<file path="src/rtl/nanov_periph_hub_if.sv">
// CPU-side bus of the nanoV peripheral hub: address/data strobes and data words.
interface nanov_periph_hub_if;
    logic        is_addr;
    logic        is_data;
    logic        is_data_in;
    logic [31:0] data_out;
    logic [31:0] data_in;

    modport master (
        output is_addr,
        output is_data,
        output is_data_in,
        output data_out,
        input  data_in
    );

    modport slave (
        input  is_addr,
        input  is_data,
        input  is_data_in,
        input  data_out,
        output data_in
    );
endinterface

</file>
<file path="src/rtl/nanov_periph_hub.sv">
// Memory-mapped peripheral hub for the nanoV bus: GPIO out/in with edge capture
// and interrupt, UART RX passthrough and a TX FIFO draining into uart_tx.
module nanov_periph_hub #(
    parameter logic [31:0] BASE_ADDR  = 32'h1000_0000,
    parameter int unsigned GPIO_OUT_W = 32,
    parameter int unsigned GPIO_IN_W  = 8,
    parameter int unsigned TX_DEPTH   = 4
) (
    input  logic                  clk,
    input  logic                  rstn,
    nanov_periph_hub_if.slave     bus,
    output logic [GPIO_OUT_W-1:0] gpio_out,
    input  logic [GPIO_IN_W-1:0]  gpio_in,
    output logic                  irq,
    output logic                  uart_tx_en,
    output logic [7:0]            uart_tx_data,
    input  logic                  uart_tx_busy,
    input  logic                  uart_rx_valid,
    input  logic [7:0]            uart_rx_data,
    output logic                  uart_rx_read
);
    localparam int unsigned PTR_W  = $clog2(TX_DEPTH);
    localparam int unsigned CNT_W  = PTR_W + 1;
    localparam int unsigned N_REGS = 6;
    localparam int unsigned R_GOUT = 0;
    localparam int unsigned R_GIN  = 1;
    localparam int unsigned R_EDGE = 2;
    localparam int unsigned R_IREN = 3;
    localparam int unsigned R_DATA = 4;
    localparam int unsigned R_STAT = 5;

    logic [N_REGS-1:0]    sel, sel_d;
    logic [31:0]          wdata;
    logic                 wr;
    logic [GPIO_IN_W-1:0] sync1, sync2, prev, rise, edge_r, irq_en, edge_clr;
    logic [7:0]           mem [TX_DEPTH];
    logic [PTR_W-1:0]     rd_ptr, wr_ptr;
    logic [CNT_W-1:0]     count;
    logic                 full, empty, push, pop, accept, tx_ovf, tx_idle;

    // Write data arrives bit-reversed; address decode compares each register slot exactly.
    always_comb begin
        wdata = '0;
        sel_d = '0;
        for (int unsigned i = 0; i < 32; i++) begin
            wdata[i] = bus.data_out[31-i];
        end
        for (int unsigned i = 0; i < N_REGS; i++) begin
            sel_d[i] = (bus.data_out == BASE_ADDR + 32'(i * 4));
        end
    end

    // is_addr takes priority, so a simultaneous is_data never writes.
    assign wr       = bus.is_data & ~bus.is_addr;
    assign rise     = sync2 & ~prev;
    assign edge_clr = (wr && sel[R_EDGE]) ? wdata[GPIO_IN_W-1:0] : '0;

    assign full    = (count == CNT_W'(TX_DEPTH));
    assign empty   = (count == '0);
    assign push    = wr & sel[R_DATA];
    // Skipping the cycle after a pulse hides the delay before uart_tx raises busy.
    assign pop     = ~empty & ~uart_tx_busy & ~uart_tx_en;
    assign accept  = push & (~full | pop);
    assign tx_idle = empty & ~uart_tx_busy & ~uart_tx_en;

    assign uart_rx_read = sel[R_DATA] & bus.is_data_in;

    // Register select, loaded on each address phase and held until the next.
    always_ff @(posedge clk) begin
        if (!rstn) sel <= '0;
        else if (bus.is_addr) sel <= sel_d;
    end

    // GPIO output, IRQ enable, input synchroniser, edge capture and interrupt.
    always_ff @(posedge clk) begin
        if (!rstn) begin
            gpio_out <= '0;
            irq_en   <= '0;
            sync1    <= '0;
            sync2    <= '0;
            prev     <= '0;
            edge_r   <= '0;
            irq      <= 1'b0;
        end else begin
            if (wr && sel[R_GOUT]) gpio_out <= wdata[GPIO_OUT_W-1:0];
            if (wr && sel[R_IREN]) irq_en <= wdata[GPIO_IN_W-1:0];
            sync1  <= gpio_in;
            sync2  <= sync1;
            prev   <= sync2;
            edge_r <= (edge_r & ~edge_clr) | rise;
            irq    <= |(edge_r & irq_en);
        end
    end

    // FIFO storage; validity is tracked by pointers and count, so no reset needed.
    always_ff @(posedge clk) begin
        if (accept) mem[wr_ptr] <= wdata[7:0];
    end

    // FIFO pointers, occupancy, sticky overflow and the transmit start pulse.
    always_ff @(posedge clk) begin
        if (!rstn) begin
            rd_ptr       <= '0;
            wr_ptr       <= '0;
            count        <= '0;
            tx_ovf       <= 1'b0;
            uart_tx_en   <= 1'b0;
            uart_tx_data <= '0;
        end else begin
            if (accept) wr_ptr <= wr_ptr + 1'b1;
            if (pop) begin
                rd_ptr       <= rd_ptr + 1'b1;
                uart_tx_data <= mem[rd_ptr];
            end
            uart_tx_en <= pop;
            case ({accept, pop})
                2'b10:   count <= count + 1'b1;
                2'b01:   count <= count - 1'b1;
                default: count <= count;
            endcase
            if (push && full && !pop) tx_ovf <= 1'b1;
            else if (sel[R_STAT] && bus.is_data_in) tx_ovf <= 1'b0;
        end
    end

    // Read mux driven from the registered select; unselected reads return 0.
    always_comb begin
        bus.data_in = '0;
        if (sel[R_GOUT]) bus.data_in = 32'(gpio_out);
        if (sel[R_GIN])  bus.data_in = 32'(sync2);
        if (sel[R_EDGE]) bus.data_in = 32'(edge_r);
        if (sel[R_IREN]) bus.data_in = 32'(irq_en);
        if (sel[R_DATA]) bus.data_in = 32'(uart_rx_data);
        if (sel[R_STAT]) bus.data_in = 32'({count, tx_ovf, tx_idle, uart_rx_valid, full});
    end
endmodule

</file>
<file path="src/flat_wrapper.sv">
// flat-port wrapper written by rule: the top's interface ports become plain ports
module nanov_periph_hub_flat 
#(
    parameter logic [31:0] BASE_ADDR  = 32'h1000_0000,
    parameter int unsigned GPIO_OUT_W = 32,
    parameter int unsigned GPIO_IN_W  = 8,
    parameter int unsigned TX_DEPTH   = 4
)
  (clk, rstn, gpio_out, gpio_in, irq, uart_tx_en, uart_tx_data, uart_tx_busy, uart_rx_valid, uart_rx_data, uart_rx_read, bus_is_addr, bus_is_data, bus_is_data_in, bus_data_out, bus_data_in);
  nanov_periph_hub_if bus_i ();
  input  logic clk;
  input  logic rstn;
  output logic [GPIO_OUT_W-1:0] gpio_out;
  input  logic [GPIO_IN_W-1:0] gpio_in;
  output logic irq;
  output logic uart_tx_en;
  output logic [7:0] uart_tx_data;
  input  logic uart_tx_busy;
  input  logic uart_rx_valid;
  input  logic [7:0] uart_rx_data;
  output logic uart_rx_read;
  input wire logic [$bits(bus_i.is_addr)-1:0] bus_is_addr;
  input wire logic [$bits(bus_i.is_data)-1:0] bus_is_data;
  input wire logic [$bits(bus_i.is_data_in)-1:0] bus_is_data_in;
  input wire logic [$bits(bus_i.data_out)-1:0] bus_data_out;
  output wire logic [$bits(bus_i.data_in)-1:0] bus_data_in;
  assign bus_i.is_addr = bus_is_addr;
  assign bus_i.is_data = bus_is_data;
  assign bus_i.is_data_in = bus_is_data_in;
  assign bus_i.data_out = bus_data_out;
  assign bus_data_in = bus_i.data_in;
  nanov_periph_hub #(.BASE_ADDR(BASE_ADDR), .GPIO_OUT_W(GPIO_OUT_W), .GPIO_IN_W(GPIO_IN_W), .TX_DEPTH(TX_DEPTH)) u_core (.clk(clk), .rstn(rstn), .bus(bus_i), .gpio_out(gpio_out), .gpio_in(gpio_in), .irq(irq), .uart_tx_en(uart_tx_en), .uart_tx_data(uart_tx_data), .uart_tx_busy(uart_tx_busy), .uart_rx_valid(uart_rx_valid), .uart_rx_data(uart_rx_data), .uart_rx_read(uart_rx_read));
endmodule
</file>
<file path="config.mk">
export PLATFORM = sky130hd
export DESIGN_NAME = nanov_periph_hub_flat
export DESIGN_NICKNAME = d
export VERILOG_FILES = /design/src/rtl/nanov_periph_hub_if.sv /design/src/rtl/nanov_periph_hub.sv /design/src/flat_wrapper.sv
export SDC_FILE = /design/constraint.sdc
export NUM_CORES = 1
export LEC_CHECK = 0
export ABC_AREA = 1
export CORE_MARGIN = 1.5
export CORE_UTILIZATION = 53
export DETAILED_ROUTE_END_ITERATION = 10
export PLACE_DENSITY_LB_ADDON = 0.05
export SLEW_MARGIN = 20
export SYNTH_ARGS = -nofsm -noshare
export SYNTH_HDL_FRONTEND = slang
export SYNTH_SLANG_ARGS = --single-unit
</file>
<file path="constraint.sdc">
create_clock -name clk -period 2.75 [get_ports clk]
set_input_delay 0.55 -clock clk [delete_from_list [all_inputs] [get_ports clk]]
set_output_delay 0.55 -clock clk [all_outputs]
set_load 0.05 [all_outputs]
</file>
Yosys cells after proc, flatten, opt, wreduce, memory -nomap -nowiden:

Memories as Yosys holds them, arrays and structs flattened. A register that Yosys moved wholly into a read port is not among the register bits.
Cells that the tools add are included.

* bits in registers: 88
* input port bits: 55
* output and inout bits: 75
* memories kept: 1
* RAM bits: 32
* logic and storage cells: 71

* multiplexer cells: 12
* $add $sub $neg: 4
* reductions and logical operators: 12
* equality and inequality tests: 9
* bitwise gates (word level): 20

Memories
* u_core.mem: words 4, bits a word 8, read ports 1, clocked after memory_dff 1, wr ports 1, line nanov_periph_hub.sv:36 `logic [7:0] mem [TX_DEPTH];`

Operators with widths (count)
* 32-bit by 29-bit equality test with 1-bit output, second input constant: 6
* 32-bit two-way mux: 6
* 8-bit bitwise AND: 3
* 8-bit NOT: 2
* 1-bit bitwise AND: 8
* 8-bit two-way mux: 1
* 8-bit bitwise OR: 1
* 8-bit OR reduction: 1
* 1-bit logical AND: 6
* 3-bit one-hot mux with 2 select lines: 1
* 1-bit NOT: 5
* 2-bit by 1-bit adder with 2-bit output, second input constant: 2
* 1-bit two-way mux: 4
* 2-bit nonzero test: 2
* 3-bit by 1-bit adder with 3-bit output, second input constant: 1
* 3-bit equality test, second input constant: 1
* 3-bit logical NOT: 1
* 3-bit by 1-bit subtractor with 3-bit output, second input constant: 1
* 2-bit by 1-bit equality test with 1-bit output, second input constant: 1
* 2-bit equality test, second input constant: 1
* 1-bit logical NOT: 2
* 1-bit bitwise OR: 1

Depth between registers and ports, before layout:

Gate-level depths: netlist of the first run.

* word-level depth: 8
* gate-level depth with buffers: 11
* gate-level depth less buffers: 11

Worst setup path after synthesis of the first run:

Ideal clock, no wire load.

* path type: register -> output
* from: register u_core.sel[1]
* to: output bus_data_in[11]
* path buffers: 2
* arrival time: 1952 ps
* stages on the path, launching flop included: 6
* required time: 2200 ps
* slack: 248 ps
* cells stage by stage: dfxtp_1 -> buf_2 -> nor2_4 -> nand2_2 -> buf_2 -> nor3_1

* longest elaborated chain between the ends: 5

Ends and longest elaborated chain
* start: declaration: line nanov_periph_hub.sv:32 `logic [N_REGS-1:0] sel, sel_d;`
* start signal: assignment: line nanov_periph_hub.sv:71 `else if (bus.is_addr) sel <= sel_d;`
* 32-bit two-way mux: line nanov_periph_hub.sv:130 `if (sel[R_GIN]) bus.data_in = 32'(sync2);`
* 32-bit two-way mux: line nanov_periph_hub.sv:131 `if (sel[R_EDGE]) bus.data_in = 32'(edge_r);`
* 32-bit two-way mux: line nanov_periph_hub.sv:132 `if (sel[R_IREN]) bus.data_in = 32'(irq_en);`
* 32-bit two-way mux: line nanov_periph_hub.sv:133 `if (sel[R_DATA]) bus.data_in = 32'(uart_rx_data);`
* 32-bit two-way mux: line nanov_periph_hub.sv:134 `if (sel[R_STAT]) bus.data_in = 32'({count, tx_ovf, tx_idle, uart_rx_valid, full});`
* end: declaration: line flat_wrapper.sv:26 `output wire logic [$bits(bus_i.data_in)-1:0] bus_data_in;`

No other way between the ends.

Worst setup path in the final report of the first run:

* from: register u_core.sel[4]
* to: output bus_data_in[31]

* longest elaborated chain between the ends: 2

Ends and longest elaborated chain (line)
* 32-bit two-way mux: nanov_periph_hub.sv:133
* 32-bit two-way mux: nanov_periph_hub.sv:134

No other way between the ends.

==> results.ini, run 1 <==
[worst_setup_path]
cp_slowest_cell = dfxtp_1
cp_max_fo = 24
worstSetupStartpointType = flop
worst_ep_required_time_ns = 2.20
crit_arrival_ns = 2.08
cpPeakStageDelay_ns = 0.40
crit_type = reg2out
cpMostUsedCell = buf_4
crit_path_cell_trace = nor2_1 > inv_1 > buf_4 > nor3_1 > buf_4
crit_path_end_kind = output port

[grt]
grt_max_degree = 43
grt.total_usage = 0.270
grt_pass1_wl_mm = 23.3
first_global_vias = 4820
antenna_found_initial = 0
grt_overflow = 0

[logic_synthesis]
postSynthCellCount = 682
synth.avg_cell_area_um2 = 7.97
synth_edf_count = 32
syn_area_um2 = 5440
ys_ff_latch = 128
synth_compound_area_frac = 0.168
synth_warnings = 0
yosys-top-cells-count = 105 x inv_1, 96 x dfxtp_1, 90 x nand2_1
synthXorXnorAreaFrac = 0
synth_async_sr_flop_share = 0
synth_cell_types = 29
ys.flop_type = dfxtp_1
syn_nets = 742
yosysTopAreaCell = dfxtp_1
synth_top_family_by_area = simple AND/OR/NAND/NOR gates
seq_area_frac_synth = 0.530
yosysMostFrequentCell = inv_1
muxShareOfSynthArea = 0
synth_area_leaders = dfxtp_1 35%, edfxtp_1 18%, inv_1 7.3%
synth_top_cell_area_share = 0.354
synthSimpleGateAreaFrac = 0.184
synth-adder-area-share = 0.0129

[floorplan]
die_y_um = 104
core-area_um2 = 9860
io_pins = 130
dieArea_um2 = 10900
die_w_um = 104
row_count = 36
initial_core_util = 0.551

[clock_tree]
ctsLongestPathBuffers = 2
clkLatencyLatePin_ns = 0.51
cts_buffers = 17
numClockSinks = 128
cts.clk_slew.worst_paths_ns = 0.06
post_cts_buffers = 0
ctsHoldBuffers = 0
cts_tree = built
cts_root_buf = clkbuf_8
post_cts_resized = 0
htreeDepth = 4

[min_path]
hp-class = reg2reg

[sta]
setup_tns_ns = 0
fin_skew_ns = 0.00715
drv_slew = 0
rsz0062_at_grt = no
post-route-period-util = 0.956
setup_viol = 0
fmax_mhz = 381
min_period_ns = 2.63
setup_ws_ns = 0.122
max_slew.worst_pin.slew_ns = 0.552
relSlewSlack = 0.631
hold_viol_final = 0

[finish]
n_fill_cell = 705
diodes = 0
area.growth.synth_to_final_pct = 37.2
layout-drive-gt1-share = 0.116
fin_nets = 875

[detailed_routing]
drt-initial-drc-count = 290
drt_first_pass_iters = 5
drt-wirelength-per-cell_um = 15.1
num_vias = 5050
postRouteAntennaNets = 0
drt-total-wl_mm = 14.5
drcViolationCount = 0
vias_per_cell = 5.25

[outcome]
status = completed

[place]
dp_slack_ns = 0.403
portBuffers = 129
hpwl_mm = 10.6
globalplace.congestion = 0.873

[power]
vdd_drop_max_uv = 483
leakage_nw = 3.09
power_density_nw_per_um2 = 720

[job]
cap_violations = 0

metal layers:
layer  vias to the layer above  track usage  part of all wire
met3                        18       0.0627             0.046
met1                      2376        0.335              0.44
li1                       2501            -                 -
met4                         0       0.0913             0.016
met2                       155        0.461              0.50
met5                         -            0                 0
cells in the final DEF (no fill, tap or decap), types with 2 or more instances in the layout:
master             n
clkdlybuf4s50_1   95
o21ai_0           59
nor2_4             2
a22o_1             3
a22oi_1            5
nor2_1            83
clkbuf_8           2
bufinv_16          3
inv_2              4
ha_1               4
buf_12             3
clkinv_4           2
a31oi_1            8
buf_4             46
nor3_1            25
nand3_2            2
edfxtp_1          32
nand2_1           90
a21oi_1           63
nor2_2             3
dfxtp_1           96
nand4_1            4
inv_6              4
inv_1            105
o22ai_1            4
clkbuf_16         18
nand3_1           26
o21ai_1           22
o211ai_1           6
final cells by class:
type | count | area [um2] | share of cell area
Clock buffer | 20 | 478 | 0.0641
Inverter | 110 | 413 | 0.0554
Tap cell | 133 | 166 | 0.0223
Clock inverter | 12 | 166 | 0.0223
Timing Repair Buffer | 145 | 1360 | 0.182
Multi-Input combinational cell | 413 | 1990 | 0.267
Sequential cell | 128 | 2880 | 0.386
worst max-delay path, delay by kind of cell (launching register included):
kind / cells / cell delay (ns)
buffers and inverters: 3 / 0.67
and+or+nand+nor: 2 / 0.49
DFF: 1 / 0.40
stage by stage:
| stage | util | power (mW) | area, um2 | hold WS [ns] | std cells |
|---|---|---|---|---|---|
| 6_report | 0.756 | 5.37 | 7460 | 0.408 | 961 |
| 5_1_grt | 0.756 | 5.59 | 7460 | 0.426 | 961 |
| 4_1_cts | 0.755 | 5.39 | 7450 | 0.411 | 961 |
| 3_5_place_dp | 0.690 | 3.02 | 6810 | 0.402 | 929 |
| 3_3_place_gp | 0.690 | 2.99 | 6810 | 0.393 | 929 |
| 2_1_floorplan | - | 2.70 | 5440 | 0.390 | 682 |
worst paths after layout:
| check | start | end | slack, ns | cells past startpoint |
|---|---|---|---|---|
| min | u_core.sync1[7] | u_core.sync2[7] | 0.41 | 2 |
| max reg2reg | u_core.count[0] | u_core.count[2] | 1.05 | 10 |
| max | u_core.sel[4] | bus_data_in[31] | 0.12 | 5 |
| min reg2reg | u_core.sync1[7] | u_core.sync2[7] | 0.41 | 2 |
sequential cells by signal (all words and copies together) (netlist names):
signal and cells:
u_core.irq 1, u_core.wr_ptr 2, u_core.sync1 8, u_core.irq_en 8, u_core.rd_ptr 2, u_core.sel 6
u_core.edge_r 8, u_core.gpio_out 32, u_core.sync2 8, u_core.prev 8, u_core.uart_tx_en 1, u_core.mem 32
u_core.tx_ovf 1, u_core.count 3, u_core.uart_tx_data 8
report_power, final:
| group | total (mW) | internal (mW) | switching, mW |
|---|---|---|---|
| sequential | 2.10 | 2.03 | 0.0651 |
| clock | 2.39 | 1.53 | 0.853 |
| combinational | 0.886 | 0.309 | 0.577 |
| total | 5.37 | 3.88 | 1.49 |
cell families after synthesis:
kind of cell               count (synthesis)
and+or+nand+nor                          237
AOI/OAI and AO/OA                        171
buffers and inverters                    141
DFF                                      128
adders and majority gates                  5
Note: power is estimated with default switching activity, not from simulation.
==> run 2: changes to the inputs <==
- REMOVE_ABC_BUFFERS: unset -> 1
==> run 2 against run 1 <==
  * Sequential power hardly changed
  * Wire length decreased by 0.34%
  * Count of clock-buffer cells in the layout shrank 2
  * Final area is 1.5% lower
  * Critical path depth did not move
  * Die area is the same
  * Hold slack worse by 0.011 ns
  * Combinational power barely moved
  * Non-clock buffer count shrank 2
==> results.ini, run 2 (synthesis results as in run 1) <==
[outcome]
status = completed  ; unchanged

[job]
cap_violations = 0  ; unchanged

[power]
seq_power_share = 0.409  ; was 0.391
p_total_mw = 5.12  ; was 5.37 mW
pwr-share-clk = 0.418  ; was 0.444
power.switching_mw = 1.57  ; was 1.49 mW
p_int_mw = 3.55  ; was 3.88 mW
leakage_nw = 3.03  ; was 3.09 nW
power_density_nw_per_um2 = 696  ; was 720 nW/um2
switching_share = 0.307  ; was 0.278
combinationalPowerShare = 0.174  ; was 0.165
vdd_drop_max_uv = 414  ; was 483 uV

[place]
portBuffers = 129  ; unchanged
hpwl_mm = 10.1  ; was 10.6 mm
globalplace.congestion = 0.926  ; was 0.873
placed_area_um2 = 6780  ; was 6810 um2
place_inst = 927  ; was 929

[sta]
max_slew.worst_pin.slew_ns = 0.565  ; was 0.552 ns
fin_skew_ns = 0.0106  ; was 0.00715 ns
relSlewSlack = 0.623  ; was 0.631
setup_tns_ns = 0  ; unchanged
rsz0062_at_grt = no  ; unchanged
setup_viol = 0  ; unchanged
drv_slew = 0  ; unchanged
hold_viol_final = 0  ; unchanged
fmax_mhz = 383  ; was 381 MHz
post-route-period-util = 0.949  ; was 0.956
min_period_ns = 2.61  ; was 2.63 ns

[min_path]
hold-path-endpoint = u_core.rd_ptr[0]  ; was u_core.sync2[7]
holdPathStages = 3  ; was 2
hp-class = in2reg  ; was reg2reg
worstHoldStart = rstn  ; was u_core.sync1[7]

[clock_tree]
cts.clk_slew.worst_paths_ns = 0.07  ; was 0.06 ns
cts_tree = built  ; unchanged
post_cts_resized = 0  ; unchanged
cts_root_buf = clkbuf_8  ; unchanged
clkLatencyLatePin_ns = 0.51  ; about the same
cts_buffers = 17  ; unchanged
htreeDepth = 4  ; unchanged
numClockSinks = 128  ; unchanged
post_cts_buffers = 0  ; unchanged
ctsLongestPathBuffers = 2  ; unchanged
ctsHoldBuffers = 0  ; unchanged

[worst_setup_path]
crit_arrival_ns = 2.06  ; was 2.08 ns
crit_path_end_kind = output port  ; unchanged
rr_startpoint = u_core.count[2]  ; was u_core.count[0]
r2r-end = u_core.count[2]  ; unchanged
rr_worst_depth = 10  ; unchanged
worstSetupStartpointType = flop  ; unchanged
worst_ep_required_time_ns = 2.20  ; about the same
r2r_slack_ns = 1.03  ; was 1.05 ns
cp_max_fo = 7  ; was 24
crit_type = reg2out  ; unchanged

[floorplan]
initial_core_util = 0.551  ; unchanged
die_y_um = 104  ; unchanged
io_pins = 130  ; unchanged
die_w_um = 104  ; unchanged
core-area_um2 = 9860  ; unchanged
row_count = 36  ; unchanged
dieArea_um2 = 10900  ; unchanged

[finish]
area.growth.synth_to_final_pct = 35.2  ; was 37.2%
final_common_cell = inv_1  ; unchanged
layout-drive-gt1-share = 0.115  ; was 0.116
fin_util = 0.745  ; was 0.756
diodes = 0  ; unchanged
final_cell_mix = 105 x inv_1, 95 x clkdlybuf4s50_1, 95 x dfxtp_1, 90 x nand2_1, 83 x nor2_1  ; was 105 x inv_1, 96 x dfxtp_1, 95 x clkdlybuf4s50_1, 90 x nand2_1, 83 x nor2_1
finalNonFillerCells = 959  ; was 961
fin_nets = 873  ; was 875
top_regs = u_core.gpio_out: 32 flops, u_core.mem: 32 flops  ; unchanged
design_area_um2 = 7350  ; was 7460 um2

[detailed_routing]
drt-wirelength-per-cell_um = 15.0  ; was 15.1 um
drcViolationCount = 0  ; unchanged
drt-total-wl_mm = 14.4  ; was 14.5 mm
num_vias = 4996  ; was 5050
postRouteAntennaNets = 0  ; unchanged
vias_per_cell = 5.21  ; was 5.25
drt_first_pass_iters = 5  ; unchanged
drt-initial-drc-count = 349  ; was 290

[grt]
grt_pass1_wl_mm = 23.1  ; was 23.3 mm
grt_max_degree = 59  ; was 43
first_global_vias = 4769  ; was 4820
grt.total_usage = 0.269  ; was 0.270
antenna_found_initial = 0  ; unchanged
grt_overflow = 0  ; unchanged

==> run 2: metrics by stage <==
stage	worst slack [ns]	hold WS, ns
floorplan	0.248	0.390
global route	0.0115	0.398
finish	0.140	0.397
CTS	0.00630	0.381
detailed placement	0.391	0.395
global placement	0.451	0.393
==> run 2: per-layer routing <==
metal / vias up / wire length [um] / global-route usage
li1: 2487 / - / -
met1: 2336 / 5990 / 0.333
met2: 160 / 7410 / 0.463
met3: 13 / 887 / 0.0602
met4: 0 / 142 / 0.0913
met5: - / 0 / 0
==> run 2: final cells by class <==
cell class | count | area [um2]
well taps | 133 | 166
clock inverters | 14 | 128
flip-flops and latches | 128 | 2880
inverters | 110 | 413
clock buffers | 18 | 439
fillers | 747 | 2510
repair buffers | 143 | 1330
multi-input cells | 413 | 1990
==> run 2: worst max path at each step <==
stage | slack, ns | end | start
after floorplan | 0.25 | bus_data_in[10] | u_core.sel[5]
after global placement | 0.45 | u_core.count[2] | bus_is_data
after detailed placement | 0.39 | u_core.count[2] | bus_is_data
after CTS | 0.006 | bus_data_in[11] | u_core.sel[3]
after global routing | 0.01 | bus_data_in[19] | u_core.sel[3]
final | 0.14 | bus_data_in[0] | u_core.sel[4]
==> run 2: worst max-delay path, stage by stage, from the launching register on <==
cell and delay (ns):
dfxtp_1 0.56, inv_1 0.07, nor2_1 0.43, a22oi_1 0.19, nand2_1 0.10, buf_4 0.19
==> run 2: power groups by stage <==
stage / registers (mW) / clock network (mW) / logic, mW
after floorplan: 2.33 / 0 / 0.323
after global placement: 2.13 / 0 / 0.868
after detailed placement: 2.13 / 0 / 0.883
after CTS: 2.09 / 2.16 / 0.890
after global routing: 2.10 / 2.25 / 0.972
final: 2.09 / 2.14 / 0.889
